**src/rtl/pipe_result_divider_if.sv**
```systemverilog
// Valid/ready bundle between the pipeline result producer, the divider and its consumer.
// The slave side is the divider; the master side is whatever feeds and drains it.
interface pipe_result_divider_if #(
  parameter int unsigned DW = 6,
  parameter int unsigned VW = 3
);
  logic          in_valid;
  logic          in_ready;
  logic [DW-1:0] dividend;
  logic [VW-1:0] divisor;
  logic          out_valid;
  logic          out_ready;
  logic [DW-1:0] quotient;
  logic [VW-1:0] remainder;
  logic          div_by_zero;

  modport master (
    output in_valid, dividend, divisor, out_ready,
    input  in_ready, out_valid, quotient, remainder, div_by_zero
  );

  modport slave (
    input  in_valid, dividend, divisor, out_ready,
    output in_ready, out_valid, quotient, remainder, div_by_zero
  );
endinterface

```
**src/rtl/pipe_result_divider.sv**
```systemverilog
// Sequential restoring divider, one quotient bit per clock MSB first, one op in flight.
// A zero divisor skips the bit steps and reports all-ones quotient after one cycle.
module pipe_result_divider #(
  parameter int unsigned DW = 6,
  parameter int unsigned VW = 3
) (
  input  logic                  clk,
  input  logic                  rst_n,
  pipe_result_divider_if.slave  bus
);
  localparam int unsigned CW = (DW > 1) ? $clog2(DW) : 1;

  typedef enum logic [1:0] {
    IDLE = 2'd0,
    BUSY = 2'd1,
    DONE = 2'd2
  } state_t;

  state_t        state;
  logic [CW-1:0] cnt;
  logic [VW-1:0] rem;
  logic [DW-1:0] q_work;
  logic [DW-1:0] dvd;
  logic [VW-1:0] dvs;
  logic          zero_div;

  logic          in_ready_q;
  logic          out_valid_q;
  logic [DW-1:0] quotient_q;
  logic [VW-1:0] remainder_q;
  logic          dbz_q;

  logic [VW:0]   rem_shift_c;
  logic          ge_c;
  logic [VW-1:0] rem_next_c;
  logic [DW-1:0] q_next_c;

  // One restoring step: shift in the next dividend bit, subtract when it fits.
  always_comb begin
    rem_shift_c = {rem, dvd[cnt]};
    ge_c        = (rem_shift_c >= {1'b0, dvs});
    rem_next_c  = ge_c ? VW'(rem_shift_c - {1'b0, dvs}) : rem_shift_c[VW-1:0];
    q_next_c    = q_work;
    q_next_c[cnt] = ge_c;
  end

  always_ff @(posedge clk or negedge rst_n) begin
    if (!rst_n) begin
      state       <= IDLE;
      cnt         <= '0;
      rem         <= '0;
      q_work      <= '0;
      dvd         <= '0;
      dvs         <= '0;
      zero_div    <= 1'b0;
      in_ready_q  <= 1'b1;
      out_valid_q <= 1'b0;
      quotient_q  <= '0;
      remainder_q <= '0;
      dbz_q       <= 1'b0;
    end else begin
      case (state)
        IDLE: begin
          if (bus.in_valid) begin
            dvd        <= bus.dividend;
            dvs        <= bus.divisor;
            cnt        <= CW'(DW - 1);
            rem        <= '0;
            q_work     <= '0;
            zero_div   <= (bus.divisor == '0);
            dbz_q      <= 1'b0;
            in_ready_q <= 1'b0;
            state      <= BUSY;
          end
        end
        BUSY: begin
          if (zero_div) begin
            quotient_q  <= '1;
            remainder_q <= '0;
            dbz_q       <= 1'b1;
            out_valid_q <= 1'b1;
            state       <= DONE;
          end else begin
            rem    <= rem_next_c;
            q_work <= q_next_c;
            cnt    <= cnt - CW'(1);
            if (cnt == '0) begin
              quotient_q  <= q_next_c;
              remainder_q <= rem_next_c;
              out_valid_q <= 1'b1;
              state       <= DONE;
            end
          end
        end
        DONE: begin
          // Result holds until the consumer takes it.
          if (bus.out_ready) begin
            out_valid_q <= 1'b0;
            in_ready_q  <= 1'b1;
            state       <= IDLE;
          end
        end
        default: begin
          out_valid_q <= 1'b0;
          in_ready_q  <= 1'b1;
          state       <= IDLE;
        end
      endcase
    end
  end

  assign bus.in_ready    = in_ready_q;
  assign bus.out_valid   = out_valid_q;
  assign bus.quotient    = quotient_q;
  assign bus.remainder   = remainder_q;
  assign bus.div_by_zero = dbz_q;
endmodule

```
**src/flat_wrapper.sv**
```systemverilog
// flat-port wrapper written by rule: the top's interface ports become plain ports
module pipe_result_divider_flat 
#(
  parameter int unsigned DW = 6,
  parameter int unsigned VW = 3
)
  (clk, rst_n, bus_in_valid, bus_dividend, bus_divisor, bus_out_ready, bus_in_ready, bus_out_valid, bus_quotient, bus_remainder, bus_div_by_zero);
  pipe_result_divider_if #(.DW(DW), .VW(VW)) bus_i ();
  input  logic clk;
  input  logic rst_n;
  input wire logic [$bits(bus_i.in_valid)-1:0] bus_in_valid;
  input wire logic [$bits(bus_i.dividend)-1:0] bus_dividend;
  input wire logic [$bits(bus_i.divisor)-1:0] bus_divisor;
  input wire logic [$bits(bus_i.out_ready)-1:0] bus_out_ready;
  output wire logic [$bits(bus_i.in_ready)-1:0] bus_in_ready;
  output wire logic [$bits(bus_i.out_valid)-1:0] bus_out_valid;
  output wire logic [$bits(bus_i.quotient)-1:0] bus_quotient;
  output wire logic [$bits(bus_i.remainder)-1:0] bus_remainder;
  output wire logic [$bits(bus_i.div_by_zero)-1:0] bus_div_by_zero;
  assign bus_i.in_valid = bus_in_valid;
  assign bus_i.dividend = bus_dividend;
  assign bus_i.divisor = bus_divisor;
  assign bus_i.out_ready = bus_out_ready;
  assign bus_in_ready = bus_i.in_ready;
  assign bus_out_valid = bus_i.out_valid;
  assign bus_quotient = bus_i.quotient;
  assign bus_remainder = bus_i.remainder;
  assign bus_div_by_zero = bus_i.div_by_zero;
  pipe_result_divider #(.DW(DW), .VW(VW)) u_core (.clk(clk), .rst_n(rst_n), .bus(bus_i));
endmodule
```
**config.mk**
```make
export PLATFORM = sky130hd
export DESIGN_NAME = pipe_result_divider_flat
export DESIGN_NICKNAME = d
export VERILOG_FILES = /design/src/rtl/pipe_result_divider_if.sv /design/src/rtl/pipe_result_divider.sv /design/src/flat_wrapper.sv
export SDC_FILE = /design/constraint.sdc
export NUM_CORES = 1
export LEC_CHECK = 0
export ABC_CLOCK_PERIOD_IN_PS = 6660
export BUFFER_PORTS_ARGS = -buffer_cell sky130_fd_sc_hd__buf_2
export CAP_MARGIN = 0
export CORE_AREA = 2 2 62 64
export CTS_BUF_LIST = sky130_fd_sc_hd__clkbuf_2
export CTS_CLUSTER_DIAMETER = 40
export DETAILED_ROUTE_END_ITERATION = 16
export DIE_AREA = 0 0 64 66
export GPL_TIMING_DRIVEN = 0
export PLACE_DENSITY_LB_ADDON = 0.08
export SYNTH_ARGS = -nofsm -noshare
export SYNTH_HDL_FRONTEND = slang
export SYNTH_SLANG_ARGS = --single-unit
```
**constraint.sdc**
```tcl
create_clock -name clk -period 6.66 [get_ports clk]
set_input_delay 0 -clock clk [delete_from_list [all_inputs] [get_ports clk]]
set_output_delay 0 -clock clk [all_outputs]
set_load 0.02 [all_outputs]
```
==> results of run 1 <==
## state kept, by name, summed over array words and instances (netlist names)
name	cells
u_core.bus.div_by_zero	1
u_core.bus.in_ready	1
u_core.bus.out_valid	1
u_core.bus.quotient	6
u_core.bus.remainder	3
u_core.cnt	3
u_core.dvd	6
u_core.dvs	3
u_core.q_work	6
u_core.rem	3
u_core.state	2
u_core.zero_div	1
## layout by cell type, fill, tap and decap left out, types with 2 or more instances in the layout
cell,instances
buf_2,28
and2_1,2
ha_1,5
o21a_1,3
nor2_1,11
and3_1,3
or3b_1,2
dfrtp_1,35
a21oi_1,10
a22o_1,6
dlygate4sd3_1,13
nand2_1,34
inv_1,7
a32oi_1,2
clkbuf_1,4
nor3_1,4
clkbuf_2,8
mux2i_1,9
o31ai_1,2
a32o_1,2
nor2b_1,2
o21ai_0,14
## per-stage QoR
stage          worst slack (ns)  std cells  area [µm²]  hold WS (ns)  util, %
2_1_floorplan              3.96        177        1750        -0.296        -
3_3_place_gp               3.73        249        1930         0.122     54.4
3_5_place_dp               3.70        249        1930         0.135     54.4
4_1_cts                    3.67        270        2100         0.234     59.2
5_1_grt                    3.47        270        2100         0.257     59.2
6_report                   3.69        270        2100         0.206     59.2
## cells by family (layout without fill, tap and decap cells)
group / Yosys count / count (layout) / synth area share [%]
AOI/OAI and AO/OA: 46 / 46 / 17.3
xor gates and xnor gates: 1 / 1 / 0.500
adders and majority gates: 6 / 6 / 4.71
buffers and inverters: 17 / 62 / 4.43
DFF: 36 / 36 / 51.5
muxes: 10 / 10 / 5.78
and+or+nand+nor: 61 / 61 / 15.8
## final timing paths
kind / end / slack [ns]
worst min-delay path: u_core.state[1]$_DFFE_PN0P_ / 0.21
worst max-delay path: u_core.q_work[0]$_DFFE_PN0P_ / 3.69
max in group asynchronous: u_core.dvd[2]$_DFFE_PN0P_ / 5.96
worst max register to register: u_core.q_work[0]$_DFFE_PN0P_ / 3.69
min in group clk: u_core.dvd[3]$_DFFE_PN0P_ / 0.34
worst min register to register: u_core.dvd[0]$_DFFE_PN0P_ / 0.49
## final cells by class
type	count	area share, %
Sequential cell	36	42.9
Multi-Input combinational cell	124	36.8
Timing Repair Buffer	37	11.9
Tap cell	48	2.86
Buffer	10	2.44
Clock buffer	7	1.67
Inverter	7	1.25
Clock inverter	1	0.179
## timing repair
action                                 4_1_cts  5_1_grt
endpoints found under the hold margin       49        0
hold buffers                                13        0
setup endpoints to repair                    0        0
buffers inserted                             0        0
## where the power goes
part / switching (mW) / internal (mW) / leakage (nW)
clock: 0.0715 / 0.0281 / 0.0306
combinational: 0.339 / 0.237 / 0.540
sequential: 0.0485 / 0.310 / 0.439
## layer usage
layer | part of all wire [%] | global-route usage [%]
met5 | 0 | 0
met4 | 1.6 | 10.1
met3 | 3.7 | 3.41
met2 | 48 | 33.5
met1 | 46 | 26.1
==> flow_summary.ini, run 1 <==
[min_path]
hold_class = primary input to async pin

[layout]
syn_to_final_growth_pct = 19.9
fillCellCount = 338
multiInputGateArea_um2 = 773
regArea_um2 = 902
diodes = 0
layout-drive-gt1-share_pct = 18.0
final_nets = 240

[routing]
drc = 0
wl_mm = 3.57
viasPerCell = 5.24
drtIter0Drc = 44
first_pass_iters = 4
wire_per_inst_um = 13.2
detail-route-antenna-nets = 0
vias = 1414

[grt]
grt_pass1_wl_mm = 6.64
grt_usage_pct = 20.4
first_global_vias = 1491
grt_max_degree = 37
antenna_found_initial = 0
overflow = 0

[clock_tree]
cts_buffers = 5
cts_htree_levels = 2
clock_path_buffers = 2
path_clk_slew_ns = 0.18
cts_tree = built
clkSinkCount = 36
cts_root_buf = clkbuf_2
worstSkewPairLatency_ns = 0.38
cts_resized = 0

[worst_setup_path]
crit_chain = buf_2 -> mux2_2 -> o311ai_1 -> ha_1 -> fa_1 -> a21bo_1 -> a211o_1 -> and2_1 -> buf_6 -> a22o_1
worst_path_dominant_cell_family = compound AO/OA/AOI/OAI gates
critPathLaunch = u_core.cnt[0]$_DFFE_PN0P_
critPathBufInv = 2
worstSetupEndpointType = flip-flop
max_stage_delay_ns = 0.41
reg2reg_depth = 10
cp.required_ns = 6.94
crit_cells = 10
start_kind = flip-flop
cp.arrival_ns = 3.26
path_class = flip-flop to flip-flop
slowest_stage = o311ai_1
path_max_fanout = 7
timing.rr.start = u_core.cnt[0]$_DFFE_PN0P_

[floorplanning]
die_h_um = 66
row_count = 22
io-pin-count = 25
die_area_um2 = 4220
core_um2 = 3550
initial_core_util_pct = 49.4
die_width_um = 64

[placed_design]
gp_congestion = 0.853
dp_hpwl_mm = 2.44
portBuffers = 24

[sta]
finalSetupViolCount = 0
worstMarginPinSlew_ns = 0.784
skew_ns = 0.0117
slew_violations = 0
tns_ns = 0
min_period_ns = 2.97
fmax_mhz = 336
grt_setup_unrepaired = no
worst_slew_margin_rel_pct = 47.8
period_share_pct = 44.6
finalHoldViolCount = 0

[logic_synthesis]
synth_edf_count = 0
avgSynthCellArea_um2 = 9.90
synth_commonest_cells = 35 x dfrtp_1, 34 x nand2_1, 14 x o21ai_0
ys_seq_area_share_pct = 51.5
ys_seq_elements = 36
yosys.area.top_type = dfrtp_1
synth_top_area_share_pct = 50.0
netlist_instances = 177
synthFlopType = dfrtp_1
synthTopCellsByArea = dfrtp_1 50%, nand2_1 7.3%, mux2i_1 5.1%
ys_warn_count = 0
syn_nets = 196
netlist_area_um2 = 1750
synth_cell_types = 36
synth_most_common_cell = dfrtp_1
ys_async_sr_fraction_pct = 100

[power]
vdd_drop_max_mv = 0.277
powerDensity_nw_per_um2 = 492
total_power_mw = 1.03
p_leak_nw = 1.01

[job]
cap_violations = 0

[status]
status = completed
Power figures use the tool's default switching activity.
==> run 2: changes to the inputs <==
- ABC_CLOCK_PERIOD_IN_PS: 6660 -> 2800
- clock period: 6.66 -> 2.8 ns (I/O delays scaled with it)
==> run 2 against run 1 <==
  * Clock-buffer cell count is the same
  * Core utilization up 1.7 points
  * Sequential share of layout area decreased by 1.2 points
  * Critical endpoint is now u_core.rem[0]$_DFFE_PN0P_
  * Cell area rose by 2.9%
  * Wire length rose by 2.3%
  * Flip-flop and latch count stayed put
  * Largest power group unchanged
  * Fmax grew 10%
==> flow_summary.ini, run 2 (synthesized netlist as in run 1, its figures left out) <==
[status]
status = completed

[worst_setup_path]
cp.arrival_ns = 2.96
worst_path_dominant_cell_family = compound AO/OA/AOI/OAI gates
path_max_fanout = 10
start_kind = flip-flop
critPathBufInv = 2
crit_chain = buf_6 -> mux2_4 -> o311ai_4 -> ha_2 -> fa_2 -> a21bo_1 -> a211o_1 -> buf_6 -> a32oi_1 -> o31ai_1
worstSetupEndpointType = flip-flop
max_stage_delay_ns = 0.40
slowest_stage = dfrtp_1
crit_top_cell = buf_6
path_class = flip-flop to flip-flop
cp.required_ns = 3.07

[floorplanning]
die_h_um = 66
io-pin-count = 25
die_area_um2 = 4220
initial_core_util_pct = 49.4
core_um2 = 3550
die_width_um = 64
row_count = 22

[grt]
first_global_vias = 1496
grt_pass1_wl_mm = 6.64
grt_usage_pct = 20.4
grt_max_degree = 37
antenna_found_initial = 0
overflow = 0

[sta]
fmax_mhz = 372
min_period_ns = 2.69
skew_ns = 0.0111
worst_slew_margin_rel_pct = 47.6
holdWs_ns = 0.210
slew_violations = 0
finalHoldViolCount = 0
finalSetupViolCount = 0
worstMarginPinSlew_ns = 0.786
fin_ws_ns = 0.109
period_share_pct = 96.1

[layout]
regArea_um2 = 902
layout-drive-gt1-share_pct = 21.4
diodes = 0
syn_to_final_growth_pct = 23.3
final_common_cell = dfrtp_1
multiInputGateArea_um2 = 806
fillCellCount = 325
final_nets = 242
stdcell_area_um2 = 2160
final_cell_mix = 35 x dfrtp_1, 34 x nand2_1, 26 x buf_2

[power]
p_leak_nw = 1.03
powerDensity_nw_per_um2 = 1200
vdd_drop_max_mv = 0.741

[routing]
vias = 1404
wl_mm = 3.65
drc = 0
drtIter0Drc = 66
detail-route-antenna-nets = 0
first_pass_iters = 4
wire_per_inst_um = 13.4
viasPerCell = 5.16

[placed_design]
place_ws_ns = -0.165
gp_congestion = 0.853
portBuffers = 24
placed_cell_area_um2 = 1930
dp_hpwl_mm = 2.44

[clock_tree]
cts_tree = built
cts_root_buf = clkbuf_2
clock_path_buffers = 2
cts_buffers = 5
worstSkewPairLatency_ns = 0.38
path_clk_slew_ns = 0.18
clkSinkCount = 36
cts_htree_levels = 2

[min_path]
hold_class = primary input to async pin

[job]
cap_violations = 0
-- run 2: area by class of cell --
class                   count  area share [%]
flip-flops and latches     36            41.7
multi-input cells         124            37.3
repair buffers             41            13.0
well taps                  48            2.78
plain buffers               8            2.26
clock buffers               7            1.62
inverters                   7            1.22
clock inverters             1           0.174
-- run 2: report_power, final --
group	total (mW)	switching (mW)	internal (mW)
logic	1.49	0.832	0.662
registers	0.875	0.138	0.737
clock network	0.236	0.169	0.0669
-- run 2: final timing paths --
| kind | slack (ns) | depth (start not counted) | end | start |
|---|---|---|---|---|
| hold reg to reg | 0.50 | 2 | u_core.dvd[1]$_DFFE_PN0P_ | u_core.dvd[1]$_DFFE_PN0P_ |
| hold / removal | 0.21 | 2 | u_core.state[1]$_DFFE_PN0P_ | rst_n |
| setup / recovery | 0.11 | 10 | u_core.rem[0]$_DFFE_PN0P_ | u_core.cnt[0]$_DFFE_PN0P_ |
| max in group asynchronous | 2.09 | 2 | u_core.dvd[2]$_DFFE_PN0P_ | rst_n |
| min in group clk | 0.34 | 4 | u_core.dvd[3]$_DFFE_PN0P_ | bus_dividend[3] |
| setup reg to reg | 0.11 | 10 | u_core.rem[0]$_DFFE_PN0P_ | u_core.cnt[0]$_DFFE_PN0P_ |
-- run 2: what timing repair did --
action	in CTS	in global routing
endpoints found under the hold margin	49	0
setup endpoints to repair	16	18
hold buffers	13	0
resized for setup	4	9
pin swaps	2	5
buffers inserted	0	4
-- run 2: metal layers --
metal | share of wire [%] | up-vias | routed length (µm) | track usage (%)
met2 | 49 | 29 | 1780 | 33.3
li1 | - | 703 | - | -
met1 | 46 | 665 | 1660 | 26.0
met4 | 1.6 | 0 | 60 | 10.3
met3 | 4.0 | 7 | 145 | 3.75
met5 | 0 | - | 0 | 0
-- run 2: metrics by stage --
| stage | utilization, % | cells | total power, mW | TNS, ns |
|---|---|---|---|---|
| after global routing | 60.9 | 272 | 2.87 | -0.0399 |
| after detailed placement | 54.4 | 249 | 2.21 | -1.70 |
| after CTS | 59.7 | 269 | 2.52 | 0 |
| after floorplan | - | 177 | 1.88 | 0 |
| after global placement | 54.4 | 249 | 2.18 | -1.09 |
| final | 60.9 | 272 | 2.60 | 0 |
==> run 3: changes to the inputs <==
- ABC_CLOCK_PERIOD_IN_PS: 2800 -> 2850
- clock period: 2.8 -> 2.85 ns (I/O delays scaled with it)
==> run 3 against run 2 <==
  * Worst setup slack gained 0.027 ns
  * Fmax decreased by 0.86%
  * Flip-flop and latch count unchanged
  * Core utilization down 0.25 points
  * Die area is the same
  * Cell area decreased by 0.40%
  * Non-clock buffer count rose by 1
  * Global-route usage increased by 0.11 points
  * Critical path type unchanged
  * Highest routed layer unchanged
==> flow_summary.ini, run 3 (synthesized netlist as in run 1, its figures left out) <==
[routing]
viasPerCell = 5.16
wire_per_inst_um = 13.2
drc = 0
drtIter0Drc = 50
first_pass_iters = 4
vias = 1410
detail-route-antenna-nets = 0
wl_mm = 3.62

[sta]
finalSetupViolCount = 0
holdWs_ns = 0.214
fin_ws_ns = 0.135
slew_violations = 0
period_share_pct = 95.2
grt_setup_unrepaired = no
worst_slew_margin_rel_pct = 47.0
worstMarginPinSlew_ns = 0.795
fmax_mhz = 368
min_period_ns = 2.71
skew_ns = 0.0103
finalHoldViolCount = 0

[clock_tree]
cts_tree = built
clkSinkCount = 36
clock_path_buffers = 2
cts_root_buf = clkbuf_2
cts_htree_levels = 2
path_clk_slew_ns = 0.17
cts_buffers = 5
worstSkewPairLatency_ns = 0.38

[power]
total_power_mw = 2.53
vdd_drop_max_mv = 0.707
powerDensity_nw_per_um2 = 1170
p_leak_nw = 1.03

[worst_setup_path]
cp.required_ns = 3.13
cp.arrival_ns = 3.00
timing.rr.start = u_core.cnt[0]$_DFFE_PN0P_
crit_chain = buf_6 -> mux2_2 -> o311ai_4 -> ha_2 -> fa_2 -> a21bo_1 -> a211o_1 -> and2_1 -> buf_6 -> a22o_1
worstSetupEndpointType = flip-flop
max_stage_delay_ns = 0.37
start_kind = flip-flop
reg2reg_depth = 10
r2r_end = u_core.q_work[0]$_DFFE_PN0P_
slowest_stage = dfrtp_1
crit_top_cell = buf_6
path_class = flip-flop to flip-flop
r2r_slack_ns = 0.14
path_max_fanout = 7

[status]
status = completed

[floorplanning]
die_h_um = 66
die_width_um = 64
initial_core_util_pct = 49.4
core_um2 = 3550
io-pin-count = 25
row_count = 22
die_area_um2 = 4220

[placed_design]
gp_congestion = 0.853
dp.cells = 249
dp_hpwl_mm = 2.44
portBuffers = 24
place_ws_ns = -0.115

[layout]
syn_to_final_growth_pct = 22.8
layout-drive-gt1-share_pct = 20.4
fillCellCount = 325
diodes = 0
stdcell_count = 273
final_common_cell = dfrtp_1
final_cell_mix = 35 x dfrtp_1, 34 x nand2_1, 27 x buf_2
utilization_pct = 60.6
final_nets = 243

[grt]
antenna_found_initial = 0
overflow = 0
grt_usage_pct = 20.5
first_global_vias = 1486
grt_pass1_wl_mm = 6.67
grt_max_degree = 37

[job]
cap_violations = 0

[min_path]
hold_class = primary input to async pin
-- run 3: cell count changes in the layout (fill, tap and decap cells not counted) --
cell      delta
buf_2        +1
clkbuf_1     +1
and2_1       +1
mux2_4       -1
buf_4        -1
and2_4       -1
mux2i_1      +1
mux2_2       +1
mux2i_2      -1
-- run 3: routing by layer --
layer,global-route usage [%],share of wire [%]
met5,0,0
met4,10.1,1.7
met3,3.41,3.8
met2,33.6,48
met1,26.4,46
-- run 3: final cells by class --
cell class / instances / area [µm²] / share of cell area, %
clock buffer: 7 / 35.0 / 1.63
buffer: 10 / 57.6 / 2.67
timing repair buffer: 40 / 273 / 12.7
inverter: 7 / 26.3 / 1.22
sequential: 36 / 902 / 41.9
multi-input combinational: 124 / 796 / 37.0
tap: 48 / 60.1 / 2.79
clock inverter: 1 / 3.75 / 0.174
-- run 3: through the flow --
step	TNS, ns	cell area [µm²]
finish	0	2150
floorplan	0	1750
global placement	-0.474	1930
detailed placement	-0.904	1930
CTS	0	2120
global route	0	2150
-- run 3: timing repair --
action,in CTS,in global routing
hold endpoints to repair,49,0
gates resized for setup,2,6
hold buffers,13,0
setup buffers,0,3
pin swaps,0,4
endpoints found under the setup margin,16,18
-- run 3: power breakdown --
part | leakage (nW) | internal (mW) | switching, mW
Clock | 0.0306 | 0.0657 | 0.166
Combinational | 0.558 | 0.627 | 0.825
Sequential | 0.439 | 0.724 | 0.120
Total | 1.03 | 1.42 | 1.11
-- run 3: how the worst max path moves through the flow --
stage | start | endpoint | slack (ns) | depth (start not counted)
finish | u_core.cnt[0]$_DFFE_PN0P_ | u_core.q_work[0]$_DFFE_PN0P_ | 0.14 | 10
global route | u_core.cnt[0]$_DFFE_PN0P_ | u_core.q_work[5]$_DFFE_PN0P_ | 0.005 | 10
CTS | u_core.cnt[0]$_DFFE_PN0P_ | u_core.q_work[0]$_DFFE_PN0P_ | 0.009 | 10
detailed placement | u_core.cnt[0]$_DFFE_PN0P_ | u_core.q_work[0]$_DFFE_PN0P_ | -0.11 | 10
global placement | u_core.cnt[0]$_DFFE_PN0P_ | u_core.q_work[0]$_DFFE_PN0P_ | -0.08 | 10
floorplan | u_core.cnt[0]$_DFFE_PN0P_ | u_core.q_work[0]$_DFFE_PN0P_ | 0.15 | 10
-- run 3: critical path, delay by kind of cell (launching register included) --
family          cells  cell delay (ns)
mux                 1             0.35
flops               1             0.37
compound gates      4             1.02
fa+ha+maj           2             0.44
simple gates        1             0.18
buf+inv             2             0.26
